### config.mk
export PLATFORM = sky130hd
export DESIGN_NAME = pipeline_stage_regs
export DESIGN_NICKNAME = d
export VERILOG_FILES = /design/src/rtl/pipeline_pkg.sv /design/src/rtl/pipeline_stage_regs_pipe_reg.sv /design/src/rtl/pipeline_stage_regs.sv
export SDC_FILE = /design/constraint.sdc
export NUM_CORES = 1
export LEC_CHECK = 0
export CAP_MARGIN = 20
export CORE_AREA = 4 4 275 277
export CTS_CLUSTER_DIAMETER = 50
export DETAILED_ROUTE_END_ITERATION = 16
export DIE_AREA = 0 0 279 281
export SYNTH_ARGS = -nofsm -noshare
export SYNTH_HDL_FRONTEND = slang
export SYNTH_HIERARCHICAL = 1
export SYNTH_SLANG_ARGS = --single-unit
### constraint.sdc
create_clock -name clk -period 0.8 [get_ports clk]
set_input_delay 0.16 -clock clk [delete_from_list [all_inputs] [get_ports clk]]
set_output_delay 0.16 -clock clk [all_outputs]
set_load 0.005 [all_outputs]
### src/rtl/pipeline_pkg.sv
// Shared constants and control bundles for the IF/ID, ID/EX and EX/MEM
// inter-stage registers of the 5-stage MIPS pipeline.
package pipeline_pkg;

  localparam int DATA_W  = 32;
  localparam int RADDR_W = 5;
  localparam int ALUOP_W = 2;

  // Decode control carried from ID into EX. A bubble is all-zero.
  typedef struct packed {
    logic               regdest;
    logic               jump;
    logic               branch;
    logic               memread;
    logic               memtoreg;
    logic               memwrite;
    logic               alusrc;
    logic               regwrite;
    logic [ALUOP_W-1:0] aluop;
  } id_ex_ctrl_t;

  // Control still needed after EX, passed into MEM.
  typedef struct packed {
    logic jump;
    logic branch;
    logic memread;
    logic memtoreg;
    logic memwrite;
    logic regwrite;
  } ex_mem_ctrl_t;

  localparam int IDEX_CTRL_W  = $bits(id_ex_ctrl_t);
  localparam int EXMEM_CTRL_W = $bits(ex_mem_ctrl_t);

endpackage

### src/rtl/pipeline_stage_regs_pipe_reg.sv
// Generic pipeline register: async active-low clear, load enable and a
// synchronous zero that takes priority over the load (used for bubbles).
module pipe_reg #(
  parameter int W = 1
) (
  input  logic         clk_i,
  input  logic         rst_ni,
  input  logic         en_i,
  input  logic         clr_i,
  input  logic [W-1:0] d_i,
  output logic [W-1:0] q_o
);

  logic [W-1:0] q_d;
  logic [W-1:0] q_q;

  // Next state: zero beats load, load beats hold.
  always_comb begin
    q_d = q_q;
    if (clr_i) begin
      q_d = '0;
    end else if (en_i) begin
      q_d = d_i;
    end else begin
      q_d = q_q;
    end
  end

  // State register, cleared immediately when reset is asserted.
  always_ff @(posedge clk_i or negedge rst_ni) begin
    if (!rst_ni) begin
      q_q <= '0;
    end else begin
      q_q <= q_d;
    end
  end

  assign q_o = q_q;

endmodule

### src/rtl/pipeline_stage_regs.sv
// IF/ID, ID/EX and EX/MEM inter-stage registers. Every output is a flop;
// the only logic here is field packing and the ID/EX bubble on stall.
module pipeline_stage_regs #(
  parameter int DATA_W  = pipeline_pkg::DATA_W,
  parameter int RADDR_W = pipeline_pkg::RADDR_W,
  parameter int ALUOP_W = pipeline_pkg::ALUOP_W
) (
  input  logic               clk,
  input  logic               reset,
  // IF/ID
  input  logic               ifid_enable,
  input  logic [DATA_W-1:0]  ifid_pc_plus1_i,
  input  logic [DATA_W-1:0]  ifid_instr_i,
  output logic [DATA_W-1:0]  ifid_pc_plus1_o,
  output logic [DATA_W-1:0]  ifid_instr_o,
  // ID/EX
  input  logic               idex_stall,
  input  logic [DATA_W-1:0]  idex_pc_plus1_i,
  input  logic [DATA_W-1:0]  idex_rs_i,
  input  logic [DATA_W-1:0]  idex_rt_i,
  input  logic [DATA_W-1:0]  idex_sext_i,
  input  logic [RADDR_W-1:0] idex_rs_addr_i,
  input  logic [RADDR_W-1:0] idex_rt_addr_i,
  input  logic [RADDR_W-1:0] idex_rd_addr_i,
  input  logic [DATA_W-1:0]  idex_instr_i,
  input  logic               idex_regdest_i,
  input  logic               idex_jump_i,
  input  logic               idex_branch_i,
  input  logic               idex_memread_i,
  input  logic               idex_memtoreg_i,
  input  logic               idex_memwrite_i,
  input  logic               idex_alusrc_i,
  input  logic               idex_regwrite_i,
  input  logic [ALUOP_W-1:0] idex_aluop_i,
  output logic [DATA_W-1:0]  idex_pc_plus1_o,
  output logic [DATA_W-1:0]  idex_rs_o,
  output logic [DATA_W-1:0]  idex_rt_o,
  output logic [DATA_W-1:0]  idex_sext_o,
  output logic [RADDR_W-1:0] idex_rs_addr_o,
  output logic [RADDR_W-1:0] idex_rt_addr_o,
  output logic [RADDR_W-1:0] idex_rd_addr_o,
  output logic [DATA_W-1:0]  idex_instr_o,
  output logic               idex_regdest_o,
  output logic               idex_jump_o,
  output logic               idex_branch_o,
  output logic               idex_memread_o,
  output logic               idex_memtoreg_o,
  output logic               idex_memwrite_o,
  output logic               idex_alusrc_o,
  output logic               idex_regwrite_o,
  output logic [ALUOP_W-1:0] idex_aluop_o,
  // EX/MEM
  input  logic [DATA_W-1:0]  exmem_branch_addr_i,
  input  logic [DATA_W-1:0]  exmem_alu_res_i,
  input  logic [DATA_W-1:0]  exmem_rt_i,
  input  logic               exmem_zero_i,
  input  logic [RADDR_W-1:0] exmem_dest_addr_i,
  input  logic               exmem_jump_i,
  input  logic               exmem_branch_i,
  input  logic               exmem_memread_i,
  input  logic               exmem_memtoreg_i,
  input  logic               exmem_memwrite_i,
  input  logic               exmem_regwrite_i,
  output logic [DATA_W-1:0]  exmem_branch_addr_o,
  output logic [DATA_W-1:0]  exmem_alu_res_o,
  output logic [DATA_W-1:0]  exmem_rt_o,
  output logic               exmem_zero_o,
  output logic [RADDR_W-1:0] exmem_dest_addr_o,
  output logic               exmem_jump_o,
  output logic               exmem_branch_o,
  output logic               exmem_memread_o,
  output logic               exmem_memtoreg_o,
  output logic               exmem_memwrite_o,
  output logic               exmem_regwrite_o
);

  import pipeline_pkg::*;

  localparam int IFID_W    = 2 * DATA_W;
  localparam int IDEX_DW   = 5 * DATA_W + 3 * RADDR_W;
  localparam int EXMEM_DW  = 3 * DATA_W + 1 + RADDR_W;

  id_ex_ctrl_t  idex_ctrl_in_s;
  id_ex_ctrl_t  idex_ctrl_out_s;
  ex_mem_ctrl_t exmem_ctrl_in_s;
  ex_mem_ctrl_t exmem_ctrl_out_s;

  // ---------------- IF/ID: loads only while not stalled ----------------
  pipe_reg #(.W(IFID_W)) u_ifid (
    .clk_i  (clk),
    .rst_ni (reset),
    .en_i   (ifid_enable),
    .clr_i  (1'b0),
    .d_i    ({ifid_pc_plus1_i, ifid_instr_i}),
    .q_o    ({ifid_pc_plus1_o, ifid_instr_o})
  );

  // ---------------- ID/EX data: loads every cycle ----------------
  pipe_reg #(.W(IDEX_DW)) u_idex_data (
    .clk_i  (clk),
    .rst_ni (reset),
    .en_i   (1'b1),
    .clr_i  (1'b0),
    .d_i    ({idex_pc_plus1_i, idex_rs_i, idex_rt_i, idex_sext_i, idex_instr_i,
              idex_rs_addr_i, idex_rt_addr_i, idex_rd_addr_i}),
    .q_o    ({idex_pc_plus1_o, idex_rs_o, idex_rt_o, idex_sext_o, idex_instr_o,
              idex_rs_addr_o, idex_rt_addr_o, idex_rd_addr_o})
  );

  // ---------------- ID/EX control: zeroed on stall to form a bubble ----------------
  assign idex_ctrl_in_s.regdest  = idex_regdest_i;
  assign idex_ctrl_in_s.jump     = idex_jump_i;
  assign idex_ctrl_in_s.branch   = idex_branch_i;
  assign idex_ctrl_in_s.memread  = idex_memread_i;
  assign idex_ctrl_in_s.memtoreg = idex_memtoreg_i;
  assign idex_ctrl_in_s.memwrite = idex_memwrite_i;
  assign idex_ctrl_in_s.alusrc   = idex_alusrc_i;
  assign idex_ctrl_in_s.regwrite = idex_regwrite_i;
  assign idex_ctrl_in_s.aluop    = idex_aluop_i;

  pipe_reg #(.W(IDEX_CTRL_W)) u_idex_ctrl (
    .clk_i  (clk),
    .rst_ni (reset),
    .en_i   (1'b1),
    .clr_i  (idex_stall),
    .d_i    (idex_ctrl_in_s),
    .q_o    (idex_ctrl_out_s)
  );

  assign idex_regdest_o  = idex_ctrl_out_s.regdest;
  assign idex_jump_o     = idex_ctrl_out_s.jump;
  assign idex_branch_o   = idex_ctrl_out_s.branch;
  assign idex_memread_o  = idex_ctrl_out_s.memread;
  assign idex_memtoreg_o = idex_ctrl_out_s.memtoreg;
  assign idex_memwrite_o = idex_ctrl_out_s.memwrite;
  assign idex_alusrc_o   = idex_ctrl_out_s.alusrc;
  assign idex_regwrite_o = idex_ctrl_out_s.regwrite;
  assign idex_aluop_o    = idex_ctrl_out_s.aluop;

  // ---------------- EX/MEM: unconditional load ----------------
  pipe_reg #(.W(EXMEM_DW)) u_exmem_data (
    .clk_i  (clk),
    .rst_ni (reset),
    .en_i   (1'b1),
    .clr_i  (1'b0),
    .d_i    ({exmem_branch_addr_i, exmem_alu_res_i, exmem_rt_i, exmem_zero_i,
              exmem_dest_addr_i}),
    .q_o    ({exmem_branch_addr_o, exmem_alu_res_o, exmem_rt_o, exmem_zero_o,
              exmem_dest_addr_o})
  );

  assign exmem_ctrl_in_s.jump     = exmem_jump_i;
  assign exmem_ctrl_in_s.branch   = exmem_branch_i;
  assign exmem_ctrl_in_s.memread  = exmem_memread_i;
  assign exmem_ctrl_in_s.memtoreg = exmem_memtoreg_i;
  assign exmem_ctrl_in_s.memwrite = exmem_memwrite_i;
  assign exmem_ctrl_in_s.regwrite = exmem_regwrite_i;

  pipe_reg #(.W(EXMEM_CTRL_W)) u_exmem_ctrl (
    .clk_i  (clk),
    .rst_ni (reset),
    .en_i   (1'b1),
    .clr_i  (1'b0),
    .d_i    (exmem_ctrl_in_s),
    .q_o    (exmem_ctrl_out_s)
  );

  assign exmem_jump_o     = exmem_ctrl_out_s.jump;
  assign exmem_branch_o   = exmem_ctrl_out_s.branch;
  assign exmem_memread_o  = exmem_ctrl_out_s.memread;
  assign exmem_memtoreg_o = exmem_ctrl_out_s.memtoreg;
  assign exmem_memwrite_o = exmem_ctrl_out_s.memwrite;
  assign exmem_regwrite_o = exmem_ctrl_out_s.regwrite;

endmodule

Yosys cells after proc, flatten, opt, wreduce, memory -nomap -nowiden
Cells that the tools add are included.
{ "totals": {"ff_bits": 357, "latch_bits": 0, "ram_bits": 0, "rom_bits": 0, "out_inout_bits": 357, "mem_count": 0} }
{ "op_classes": {"addsub": 0, "mul": 0, "div_mod_pow": 0, "magnitude_cmp": 0, "n_eq_ne": 0, "n_shift": 0, "muxes": 1, "bitwise": 0, "reduce_logical": 0} }
{ "op_table": {"columns": ["operator", "n"], "rows": [
  ["two-way mux 10 bit", 1]
]} }

Logic depth before layout (Yosys ltp)
{ "logic_depth": {"word_depth": 1, "ltp_mapped": 5, "ltp_nobuf": 2} }

Hierarchy
The synthesis kept the hierarchy.
{ "modules_own_cells": {"columns": ["module", "instances", "cells_each", "area_each_um2", "seq_area_each_um2"], "rows": [
  ["pipe_reg at u_idex_data", 1, 564, 7169.4, 4379.2],
  ["pipe_reg at u_exmem_data", 1, 329, 4210.3, 2552.4],
  ["pipe_reg at u_ifid", 1, 206, 2611.3, 1601.5],
  ["pipe_reg at u_idex_ctrl", 1, 32, 402.9, 250.2],
  ["pipe_reg at u_exmem_ctrl", 1, 19, 244.0, 150.1],
  ["pipeline_stage_regs", 1, 2, 7.5, 0.0]
]} }

Worst setup path after synthesis
No wires, ideal clock.
{ "synth_timing": {"kind": "input to register", "from": "input port ifid_enable", "to": "register u_ifid.q_q[10], in the netlist u_ifid/q_o[10]", "setup_ps": 118, "arrival_time_ps": 688, "required_time_ps": 682, "path_slack_ps": -7, "stages": 4, "n_path_buf": 2, "path_cell_list": "buf_6 buf_8 mux2i_1 nor2_1"} }
{ "synth_lines": {"columns": ["element", "line_no", "source"], "rows": [
  ["start, declared", "pipeline_stage_regs.sv:11", "input logic ifid_enable,"],
  ["end signal, assigned", "pipeline_stage_regs_pipe_reg.sv:34", "q_q <= q_d;"],
  ["end, declared", "pipeline_stage_regs_pipe_reg.sv:15", "logic [W-1:0] q_q;"]
]} }

Worst setup path after layout
{ "layout_timing": {"from": "register u_idex_data.q_q[158], in the netlist u_idex_data/q_o[158]", "to": "output port idex_pc_plus1_o[15]"} }
{ "layout_lines": {"columns": ["element", "line_no", "source"], "rows": [
  ["start, declared", "pipeline_stage_regs_pipe_reg.sv:15", null],
  ["start signal, assigned", "pipeline_stage_regs_pipe_reg.sv:34", null],
  ["end, declared", "pipeline_stage_regs.sv:35", "output logic [DATA_W-1:0] idex_pc_plus1_o,"]
]} }
No word-level cell between the ends.

==> results.sh <==
export IMPL_min_period_ps=1370
export IMPL_dp_slack_ps=-500
export IMPL_synthToLayoutAreaGrowth_pct=68.7
export IMPL_maxSlewViolCount=0
export IMPL_synth_top_family_by_area="multiplexers"
export IMPL_fp_coreArea_um2=72800
export IMPL_synth_cell_area_um2=14600
export IMPL_synth_cell_type_count=12
export IMPL_p_sw_mw=12.6
export IMPL_rsz0062_at_grt="true"
export IMPL_fp_dieH_um=281
export IMPL_synth_compound_area_share_pct=0
export IMPL_ios=718
export IMPL_insertion_delay_ps=580
export IMPL_slew_headroom_pct=32.8
export IMPL_die_area_um2=78400
export IMPL_cap_violations=0
export IMPL_synth_ff_type="dfrtp_1"
export IMPL_comb_power_share_pct=14.9
export IMPL_hold_viol_final=0
export IMPL_fmax_mhz=732
export IMPL_synth_edf_count=0
export IMPL_worstSetupPathType="reg2out"
export IMPL_crit_path_cell_trace="buf_6"
export IMPL_dp_cells=2857
export IMPL_cts_clk_slew_worst_paths_ps=60
export IMPL_finClkSkew_ps=0
export IMPL_rows=99
export IMPL_synth_area_top_cells="dfrtp_1 61%, mux2i_1 24%, nor2_1 9.1%"
export IMPL_async_reset_ff_share_pct=100
export IMPL_slowest_stage="dfrtp_2"
export IMPL_placed_area_um2=23100
export IMPL_regArea_um2=8940
export IMPL_gp_congestion=0.837
export IMPL_drc=0
export IMPL_n_fill_cell=7398
export IMPL_overflow=0
export IMPL_r2r_start="u_ifid/q_o[7]$_DFFE_PN0P_"
export IMPL_end_kind="output pin"
export IMPL_crit_arrival_ps=1210
export IMPL_clkPwrFrac_pct=46.0
export IMPL_reg2reg_slack_ps=-160
export IMPL_hold_path_class="in2async"
export IMPL_die_w_um=279
export IMPL_ys_seq_area_share_pct=61.0
export IMPL_grt_use_total_pct=13.5
export IMPL_h_tree_depth=2
export IMPL_seqPwrFrac_pct=39.1
export IMPL_clkSinkCount=357
export IMPL_route_vias_total=12317
export IMPL_timing_hold_ws_ps=113
export IMPL_antenna_found_initial=5
export IMPL_grt_max_degree=176
export IMPL_swShare_pct=25.0
export IMPL_critical_path_max_stage_delay_ps=470
export IMPL_post_synth_inst_count=1152
export IMPL_rr_endpoint="u_ifid/q_o[7]$_DFFE_PN0P_"
export IMPL_ys_warn_count=6
export IMPL_wl_per_cell_um=18.1
export IMPL_synth_area_per_cell_um2=12.7
export IMPL_layout_setup_ws_ps=-566
export IMPL_power_mw=50.3
export IMPL_cts_tree="done"
export IMPL_drt_wl_total_mm=56.6
export IMPL_internal_power_mw=37.7
export IMPL_ctsLongestPathBuffers=3
export IMPL_status="finished with violations"
export IMPL_crit_family="flip-flops"
export IMPL_synth_xor_area_share_pct=0
export IMPL_worstPathRequired_ps=640
export IMPL_cts_root_buffer="clkbuf_16"
export IMPL_synthTopCellsByCount="357 x dfrtp_1, 357 x mux2i_1, 357 x nor2_1, 20 x clkbuf_1, 17 x buf_8"
export IMPL_fin_crit_sh_pct=171
export IMPL_synth_top_area_cell="dfrtp_1"
export IMPL_yosysTopAreaCellShare_pct=61.0
export IMPL_final_util_pct=33.9
export IMPL_cts_buffers=52
export IMPL_ant_nets=0
export IMPL_violations="setup timing"
export IMPL_power_leakage_nw=13.1
export IMPL_grt_pass1_wl_mm=82.6
export IMPL_power_density_nw_per_um2=2040
export IMPL_reg2reg_depth=4
export IMPL_synthSimpleGateAreaFrac_pct=9.15
export IMPL_drive_above_1_share_pct=33.2
export IMPL_finalSetupViolCount=374
export IMPL_firstDrtPassIters=5
export IMPL_cp_num_buf_inv=1
export IMPL_multi_input_area_um2=4990
export IMPL_setup_tns_final_ps=-159980
export IMPL_io_buffers=717
export IMPL_startpoint_type="flip-flop"
export IMPL_peakVddDrop_mv=1.37
export IMPL_final_nets=2491
export IMPL_synth_fa_ha_area_share_pct=0
export IMPL_ys_ff_latch=357
export IMPL_synthMuxAreaShare_pct=24.4
export IMPL_drt_iter0_drc=445
export IMPL_avgViaCountPerCell=3.94
export IMPL_final_cells=3129
export IMPL_worstMarginPinSlew_ps=1010
export IMPL_start_util_pct=20.1
export IMPL_path_max_fanout=2
export IMPL_place_hpwl_mm=40.5
export IMPL_grt_pass1_vias=13362
export IMPL_post_route_cell_area_um2=24700
[layer usage]
metal	track usage (%)	wire, um	up-vias
met4	5.24	2050	6
met2	24.1	28700	519
met5	0	34	-
met3	4.83	4800	118
li1	-	-	5752
met1	14.6	21000	5922
[layout by cell type, fill, tap and decap left out]
master,count
clkdlybuf4s50_1,358
inv_16,1
buf_4,244
inv_8,2
dlygate4sd3_1,1
conb_1,18
clkinv_8,1
clkbuf_16,52
dfrtp_2,2
clkbuf_8,10
clkinvlp_4,5
clkbuf_1,4
bufinv_16,4
buf_6,42
buf_2,328
clkinv_4,1
clkinv_2,7
inv_6,6
dfrtp_1,355
nor2_1,357
diode_2,1
buf_8,1
buf_12,13
mux2i_1,355
mux2i_2,2
[power groups by stage]
| stage | sequential, mW | clock, mW | combinational, mW |
|---|---|---|---|
| floorplan | 20.0 | 0 | 2.49 |
| global placement | 19.9 | 0 | 7.37 |
| detailed placement | 20.0 | 0 | 7.45 |
| CTS | 19.6 | 23.9 | 6.89 |
| global route | 19.7 | 24.7 | 8.13 |
| finish | 19.7 | 23.1 | 7.50 |
[layout make-up]
type,count,share of cell area [%]
multi-input cells,732,20.2
clock buffers,66,5.88
well taps,959,4.86
clock inverters,27,1.27
diodes,1,0.0101
repair buffers,987,31.6
flip-flops and latches,357,36.2
[worst max path at each step]
stage,end,startpoint,cells past startpoint
2_1_floorplan,u_ifid/q_o[10]$_DFFE_PN0P_,ifid_enable,4
4_1_cts,idex_pc_plus1_o[15],u_idex_data/q_o[158]$_DFFE_PN0P_,1
3_5_place_dp,idex_pc_plus1_o[15],u_idex_data/q_o[158]$_DFFE_PN0P_,1
5_1_grt,idex_pc_plus1_o[15],u_idex_data/q_o[158]$_DFFE_PN0P_,1
6_report,idex_pc_plus1_o[15],u_idex_data/q_o[158]$_DFFE_PN0P_,1
3_3_place_gp,idex_pc_plus1_o[15],u_idex_data/q_o[158]$_DFFE_PN0P_,1
[cells by family (layout without fill, tap and decap cells)]
group	Yosys count	in the layout
buffers and inverters	79	1080
flip-flops	357	357
multiplexers	357	357
other	2	19
AND/OR/NAND/NOR	357	357
[sequential cells by signal (all words and copies together) (netlist names)]
signal / count
u_idex_data/q_o: 175
u_exmem_data/q_o: 102
u_ifid/q_o: 64
u_idex_ctrl/q_o: 10
u_exmem_ctrl/q_o: 6
[repair_timing]
item                       4_1_cts  5_1_grt
hold buffers                     1        0
buffers inserted                81      105
hold endpoints to repair       357        0
gates resized for setup       1450       28
pin swaps                        0       14
setup endpoints to repair      359      381
No activity file was read; power rests on OpenSTA's default activity.
